==> src/rtl/mem_stage_ctrl.sv <==
// mem_stage_ctrl: EXE->WB memory stage with req/ack data-memory handshake,
// lane steering, load extension, misalignment and timeout reporting.
module mem_stage_ctrl #(
   parameter int ADDR_W  = 32,
   parameter int REG_AW  = 5,
   parameter int TIMEOUT = 0
) (
   input  logic              clk,
   input  logic              rst_n,
   input  logic              in_valid,
   output logic              in_ready,
   input  logic [ADDR_W-1:0] addr,
   input  logic [31:0]       wdata,
   input  logic              is_load,
   input  logic              is_store,
   input  logic [1:0]        size,
   input  logic              sign_ext,
   input  logic              needs_wb,
   input  logic [REG_AW-1:0] rd,
   output logic              mem_req,
   output logic              mem_we,
   output logic [ADDR_W-1:0] mem_addr,
   output logic [3:0]        mem_be,
   output logic [31:0]       mem_wdata,
   input  logic              mem_ack,
   input  logic [31:0]       mem_rdata,
   output logic              out_valid,
   output logic              wb_wen,
   output logic [REG_AW-1:0] wb_rd,
   output logic [31:0]       wb_data,
   output logic              err_misalign,
   output logic              err_timeout
);
   typedef enum logic {IDLE, REQ} state_t;
   localparam logic [31:0] TMO_LAST = (TIMEOUT > 0) ? 32'(TIMEOUT - 1) : 32'd0;
   state_t            state_q;
   logic [31:0]       cnt_q;
   logic [1:0]        off_q;
   logic [1:0]        size_q;
   logic              sign_q;
   logic              needs_wb_q;
   logic [REG_AW-1:0] rd_q;
   logic              is_mem;
   logic              misalign;
   logic              tmo;
   logic [3:0]        be_d;
   logic [31:0]       wdata_d;
   logic [31:0]       sh;
   logic [31:0]       load_d;
   assign in_ready = (state_q == IDLE);
   always_comb begin
      is_mem   = is_load | is_store;
      misalign = (size == 2'b11) | ((size == 2'b01) & addr[0]) | ((size == 2'b10) & (addr[1:0] != 2'b00));
      be_d     = (size == 2'b00) ? 4'b0001 << addr[1:0] : (size == 2'b01) ? 4'b0011 << addr[1:0] : 4'b1111;
      wdata_d  = (size == 2'b00) ? {4{wdata[7:0]}} : (size == 2'b01) ? {2{wdata[15:0]}} : wdata;
      sh       = mem_rdata >> {off_q, 3'b000};
      load_d   = (size_q == 2'b00) ? (sign_q ? {{24{sh[7]}}, sh[7:0]} : {24'b0, sh[7:0]}) :
                 (size_q == 2'b01) ? (sign_q ? {{16{sh[15]}}, sh[15:0]} : {16'b0, sh[15:0]}) : mem_rdata;
      tmo      = (TIMEOUT > 0) && (cnt_q == TMO_LAST);
   end
   always_ff @(posedge clk or negedge rst_n) begin
      if (!rst_n) begin
         state_q      <= IDLE;
         cnt_q        <= '0;
         off_q        <= '0;
         size_q       <= '0;
         sign_q       <= 1'b0;
         needs_wb_q   <= 1'b0;
         rd_q         <= '0;
         mem_req      <= 1'b0;
         mem_we       <= 1'b0;
         mem_addr     <= '0;
         mem_be       <= '0;
         mem_wdata    <= '0;
         out_valid    <= 1'b0;
         wb_wen       <= 1'b0;
         wb_rd        <= '0;
         wb_data      <= '0;
         err_misalign <= 1'b0;
         err_timeout  <= 1'b0;
      end else begin
         out_valid    <= 1'b0;
         wb_wen       <= 1'b0;
         err_misalign <= 1'b0;
         err_timeout  <= 1'b0;
         if (state_q == IDLE) begin
            if (in_valid && !is_mem) begin
               out_valid <= 1'b1;
               wb_wen    <= needs_wb;
               wb_rd     <= rd;
               wb_data   <= wdata;
            end else if (in_valid && misalign) begin
               out_valid    <= 1'b1;
               err_misalign <= 1'b1;
               wb_rd        <= rd;
            end else if (in_valid) begin
               state_q    <= REQ;
               cnt_q      <= '0;
               off_q      <= addr[1:0];
               size_q     <= size;
               sign_q     <= sign_ext;
               needs_wb_q <= needs_wb;
               rd_q       <= rd;
               mem_req    <= 1'b1;
               mem_we     <= is_store;
               mem_addr   <= {addr[ADDR_W-1:2], 2'b00};
               mem_be     <= be_d;
               mem_wdata  <= wdata_d;
            end
         end else if (mem_ack) begin
            // ack beats a coincident timeout
            state_q   <= IDLE;
            mem_req   <= 1'b0;
            mem_we    <= 1'b0;
            out_valid <= 1'b1;
            wb_wen    <= needs_wb_q & ~mem_we;
            wb_rd     <= rd_q;
            if (!mem_we) wb_data <= load_d;
         end else if (tmo) begin
            state_q     <= IDLE;
            mem_req     <= 1'b0;
            mem_we      <= 1'b0;
            out_valid   <= 1'b1;
            err_timeout <= 1'b1;
            wb_rd       <= rd_q;
         end else begin
            cnt_q <= cnt_q + 32'd1;
         end
      end
   end
endmodule
==> config.mk <==
export PLATFORM = sky130hd
export DESIGN_NAME = mem_stage_ctrl
export DESIGN_NICKNAME = d
export VERILOG_FILES = /design/src/rtl/mem_stage_ctrl.sv
export SDC_FILE = /design/constraint.sdc
export NUM_CORES = 1
export LEC_CHECK = 0
export ABC_AREA = 1
export BUFFER_PORTS_ARGS = -buffer_cell sky130_fd_sc_hd__buf_2
export CAP_MARGIN = 20
export CORE_MARGIN = 8
export CORE_UTILIZATION = 45
export DETAILED_ROUTE_END_ITERATION = 7
export PLACE_DENSITY = 0.86
export RECOVER_POWER = 50
export SLEW_MARGIN = 20
export SYNTH_ARGS = -nofsm -noshare
export SYNTH_HDL_FRONTEND = slang
export SYNTH_SLANG_ARGS = --single-unit
==> constraint.sdc <==
create_clock -name clk -period 1.5 [get_ports clk]
set_clock_uncertainty 0.2 [all_clocks]
set_input_delay 0.225 -clock clk [delete_from_list [all_inputs] [get_ports clk]]
set_output_delay 0.225 -clock clk [all_outputs]
set_load 0.01 [all_outputs]
==> results.env <==
INITIAL_ANTENNA_VIOLATION_COUNT=2
STARTPOINT_TYPE='register'
STDCELL_COUNT=1420
SYNTH-SIMPLE-AREA-SHARE_PCT=31.3
CRIT_FANOUT=6
WORSTSETUPPATHTYPE='register to register'
VERTICAL_DIE_DIMENSION_UM=133
GRT_OVERFLOW_TOTAL=0
HOLDWS_NS=-0.00737
TIMING.CRITICAL_PATH.CELLS='inv_4, buf_6, a21oi_4, buf_6, inv_2, a21oi_2, nand2_1, nand2_2, nand2_2'
SYNTHCELLS=832
SYNTH_AREA_UM2=6210
WORST_PATH_LARGEST_CELL_DELAY_NS=0.46
GRT_MAX_DEGREE=37
SYNTHADDERAREAFRAC_PCT=0.806
MAX_CAP_VIOLATION_COUNT=0
FIRST_GLOBAL_VIAS=7806
CELL_WITH_THE_LARGEST_STAGE_DELAY_ON_THE_WORST_PATH='sky130_fd_sc_hd__dfrtp_2'
FINAL_MIN_PERIOD_OVER_CLOCK_PERIOD_PCT=115
CORE_REGION_AREA_UM2=13700
NFILLCELLS=735
NUMBER_OF_TOP_LEVEL_PINS=223
LAYOUT_SETUP_WS_NS=-0.218
TOTAL_WIRELENGTH_UM=32200
HTREEDEPTH=4
START_UTIL_PCT=45.4
MOSTFREQUENTLAYOUTCELL='sky130_fd_sc_hd__buf_2'
RSZ0062_AT_GRT='true'
YOSYS.AREA.TOP_TYPE='sky130_fd_sc_hd__dfrtp_1'
COUNT_OF_VIAS_PLACED_BY_THE_DETAILED_ROUTER=8191
DRT_ITER0_MARKERS=1039
SYNTHDISTINCTLIBCELLS=33
CLK_PIN_SLEW_WORST_PATHS_NS=0.06
NUM_CTS_BUFFERS=17
MULTI_INPUT_COMB_AREA_UM2=3750
DRT_FIRST_PASS_ITERS=6
POST_DRT_VIA_CELL_RATIO=5.77
NUMBER_OF_MAX_SLEW_VIOLATIONS_IN_THE_FINAL_REPORT=0
TRITONCTS_CLOCK_TREE='built'
GLOBALPLACE.CONGESTION=0.948
CRIT_PATH_START='off_q[0]'
POST-ROUTE-MIN-PERIOD_NS=1.72
HP-CLASS='input pin to register'
FINAL-SEQ-AREA_UM2=3010
DRIVE_GT1_SHARE_PCT=50.0
DP.CELLS=1256
SYNTH_TOP_FAMILY_BY_AREA='simple AND/OR/NAND/NOR gates'
POST_SYNTH_MUX_AREA_SHARE_PCT=0
TIMING_WORST_SLEW_PIN_VALUE_NS=0.863
POWER.LEAKAGE_nW=5.75
WORSTSETUPENDPOINT='wb_data[6]'
WIRE_PER_INST_UM=22.7
CLOCKBUFFERDEPTH=2
SYNTH_AREA_LEADERS='sky130_fd_sc_hd__dfrtp_1 48%, sky130_fd_sc_hd__nand2_1 18%, sky130_fd_sc_hd__nor2_1 7.0%'
CTS.SINKS=120
SLEW-LIMIT-HEADROOM_PCT=42.5
WORST-R2R-CELL-COUNT=9
POSTROUTEANTENNANETS=0
DETAIL_ROUTE.DRC_VIOLATIONS=0
DIEAREA_UM2=17800
ARRIVAL_NS=1.83
WORST_SKEW_PAIR_LATER_PIN_LATENCY_NS=0.42
GRT_PASS1_WL_UM=41500
YS_SEQ_ELEMENTS=120
SEQUENTIAL_SHARE_OF_THE_SYNTHESIZED_AREA_PCT=48.3
SETUP.REG_TO_REG.WORST_SLACK_NS=-0.22
YOSYS_WARNINGS=0
PLACE.DETAILED.HPWL_UM=16800
POWERDENSITY_nW_PER_UM2=1420
FIN_UTIL_PCT=82.2
RUN_STATUS='complete, but fails checks'
DIE_W_UM=133
HOLD_VIOLATION_TOTAL_FROM_THE_FINAL_REPORT=1
FMAX_MHz=582
GROUTE.USAGE.OVERALL_PCT=29.6
AVGSYNTHCELLAREA_UM2=7.47
TIMING.CRITICAL_PATH.REQUIRED_NS=1.61
SETUP.WORST_PATH.END_CLASS='register'
MOST_USED_CELLS_IN_THE_LAYOUT_EXCLUDING_FILL_AND_TAP_CELLS='216 x sky130_fd_sc_hd__buf_2, 188 x sky130_fd_sc_hd__nand2_1, 116 x sky130_fd_sc_hd__dfrtp_1, 87 x sky130_fd_sc_hd__nand2_2, 79 x sky130_fd_sc_hd__dlygate4sd3_1'
NNETSFINAL=1340
TIMING.RR.END='wb_data[6]'
AREAGROWTHSYNTHTOFINISH_PCT=80.8
SETUP_VIOL=118
ROW_CNT=43
FAILED_CHECKS='negative hold slack, negative setup slack'
SYNTH_TOP_AREA_SHARE_PCT=48.3
VDD_DROP_MAX_V=0.00117
YOSYS.AREA_SHARE.XOR_XNOR_PCT=0
BUFFER_PORTS.INSERTED=219
COMPOUND_GATE_FRACTION_OF_SYNTH_AREA_PCT=10.9
CLOCKROOTBUFFER='sky130_fd_sc_hd__clkbuf_16'
WORST_R2R_STARTPOINT='off_q[0]'
==> per-stage QoR <==
stage / setup TNS [ns] / instance area [µm²] / total power, mW / hold WS [ns] / setup slack (ns)
2_1_floorplan: -0.232 / 6240 / 7.06 / -0.271 / -0.0102
3_3_place_gp: -22.72 / 7930 / 9.07 / -0.0103 / -0.262
3_5_place_dp: -25.48 / 7930 / 9.18 / -0.00587 / -0.296
4_1_cts: -9.43 / 10000 / 14.4 / 0.0000967 / -0.137
5_1_grt: -22.92 / 11200 / 16.6 / -0.000343 / -0.283
6_report: -17.02 / 11200 / 16.0 / -0.00737 / -0.218
==> cell usage after synthesis, drive strengths merged <==
cell,count
a21oi,31
a221oi,8
buf,37
clkbuf,13
conb,1
dfrtp,120
ha,4
inv,58
nand2,307
nand3,50
nand4,2
nor2,119
nor3,1
o2111ai,4
o211ai,1
o21ai,72
o22ai,3
or2,1
==> state kept, by name (all words and copies together), names as in the netlist, 2 cells and up <==
signal / cells
rd_q: 5
mem_wdata: 32
off_q: 2
mem_be: 4
wb_rd: 5
wb_data: 32
size_q: 2
mem_addr: 30
==> routing by layer <==
metal,vias up,GRT usage [%],routed length (µm)
met5,-,0,0
met4,0,14.7,2190
met3,179,10.3,3900
met2,751,48.3,15300
met1,3818,33.9,10800
li1,3443,-,-
==> critical path, delay by kind of cell, from the launching register on <==
kind	cells	cell delay, ns
AO/OA/AOI/OAI	2	0.30
buffers and inverters	4	0.40
flip-flops	1	0.46
AND/OR/NAND/NOR	3	0.24
==> timing repair <==
item	in CTS	in global routing
buffers inserted	16	10
hold buffers	78	1
endpoints found under the setup margin	119	119
gates resized for setup	177	220
hold endpoints to repair	217	1
cloned	7	19
pin swaps	20	31
==> layout make-up <==
class,instances,share of cell area (%)
inverters,58,2.16
flip-flops and latches,120,26.8
clock buffers,20,3.98
repair inverters,2,0.201
well taps,180,2.01
diodes,2,0.0446
clock inverters,12,1.56
repair buffers,416,29.8
multi-input cells,610,33.4
==> how the worst min path moves through the flow <==
stage                        from  cells past startpoint           end  slack (ns)
floorplan                   rst_n                      0  err_misalign       -0.27
detailed placement          rst_n                      1    wb_data[6]      -0.006
CTS                      wdata[6]                      4  mem_wdata[6]      0.0001
finish              mem_rdata[10]                      5   wb_data[10]      -0.007
global placement            rst_n                      1    wb_data[6]       -0.01
global route        mem_rdata[10]                      5   wb_data[10]     -0.0003
==> kinds of logic after synthesis <==
logic type | Yosys count
AND/OR/NAND/NOR | 480
flip-flops | 120
AO/OA/AOI/OAI | 119
buffers and inverters | 108
adder cells (fa/ha/maj) | 4
other | 1
==> power breakdown <==
group          switching [mW]  leakage [nW]  internal (mW)
registers               0.812          1.48           4.19
logic                    3.71          3.98           2.84
clock network            1.59         0.296           2.82
Note: power is estimated with default switching activity, not from simulation.
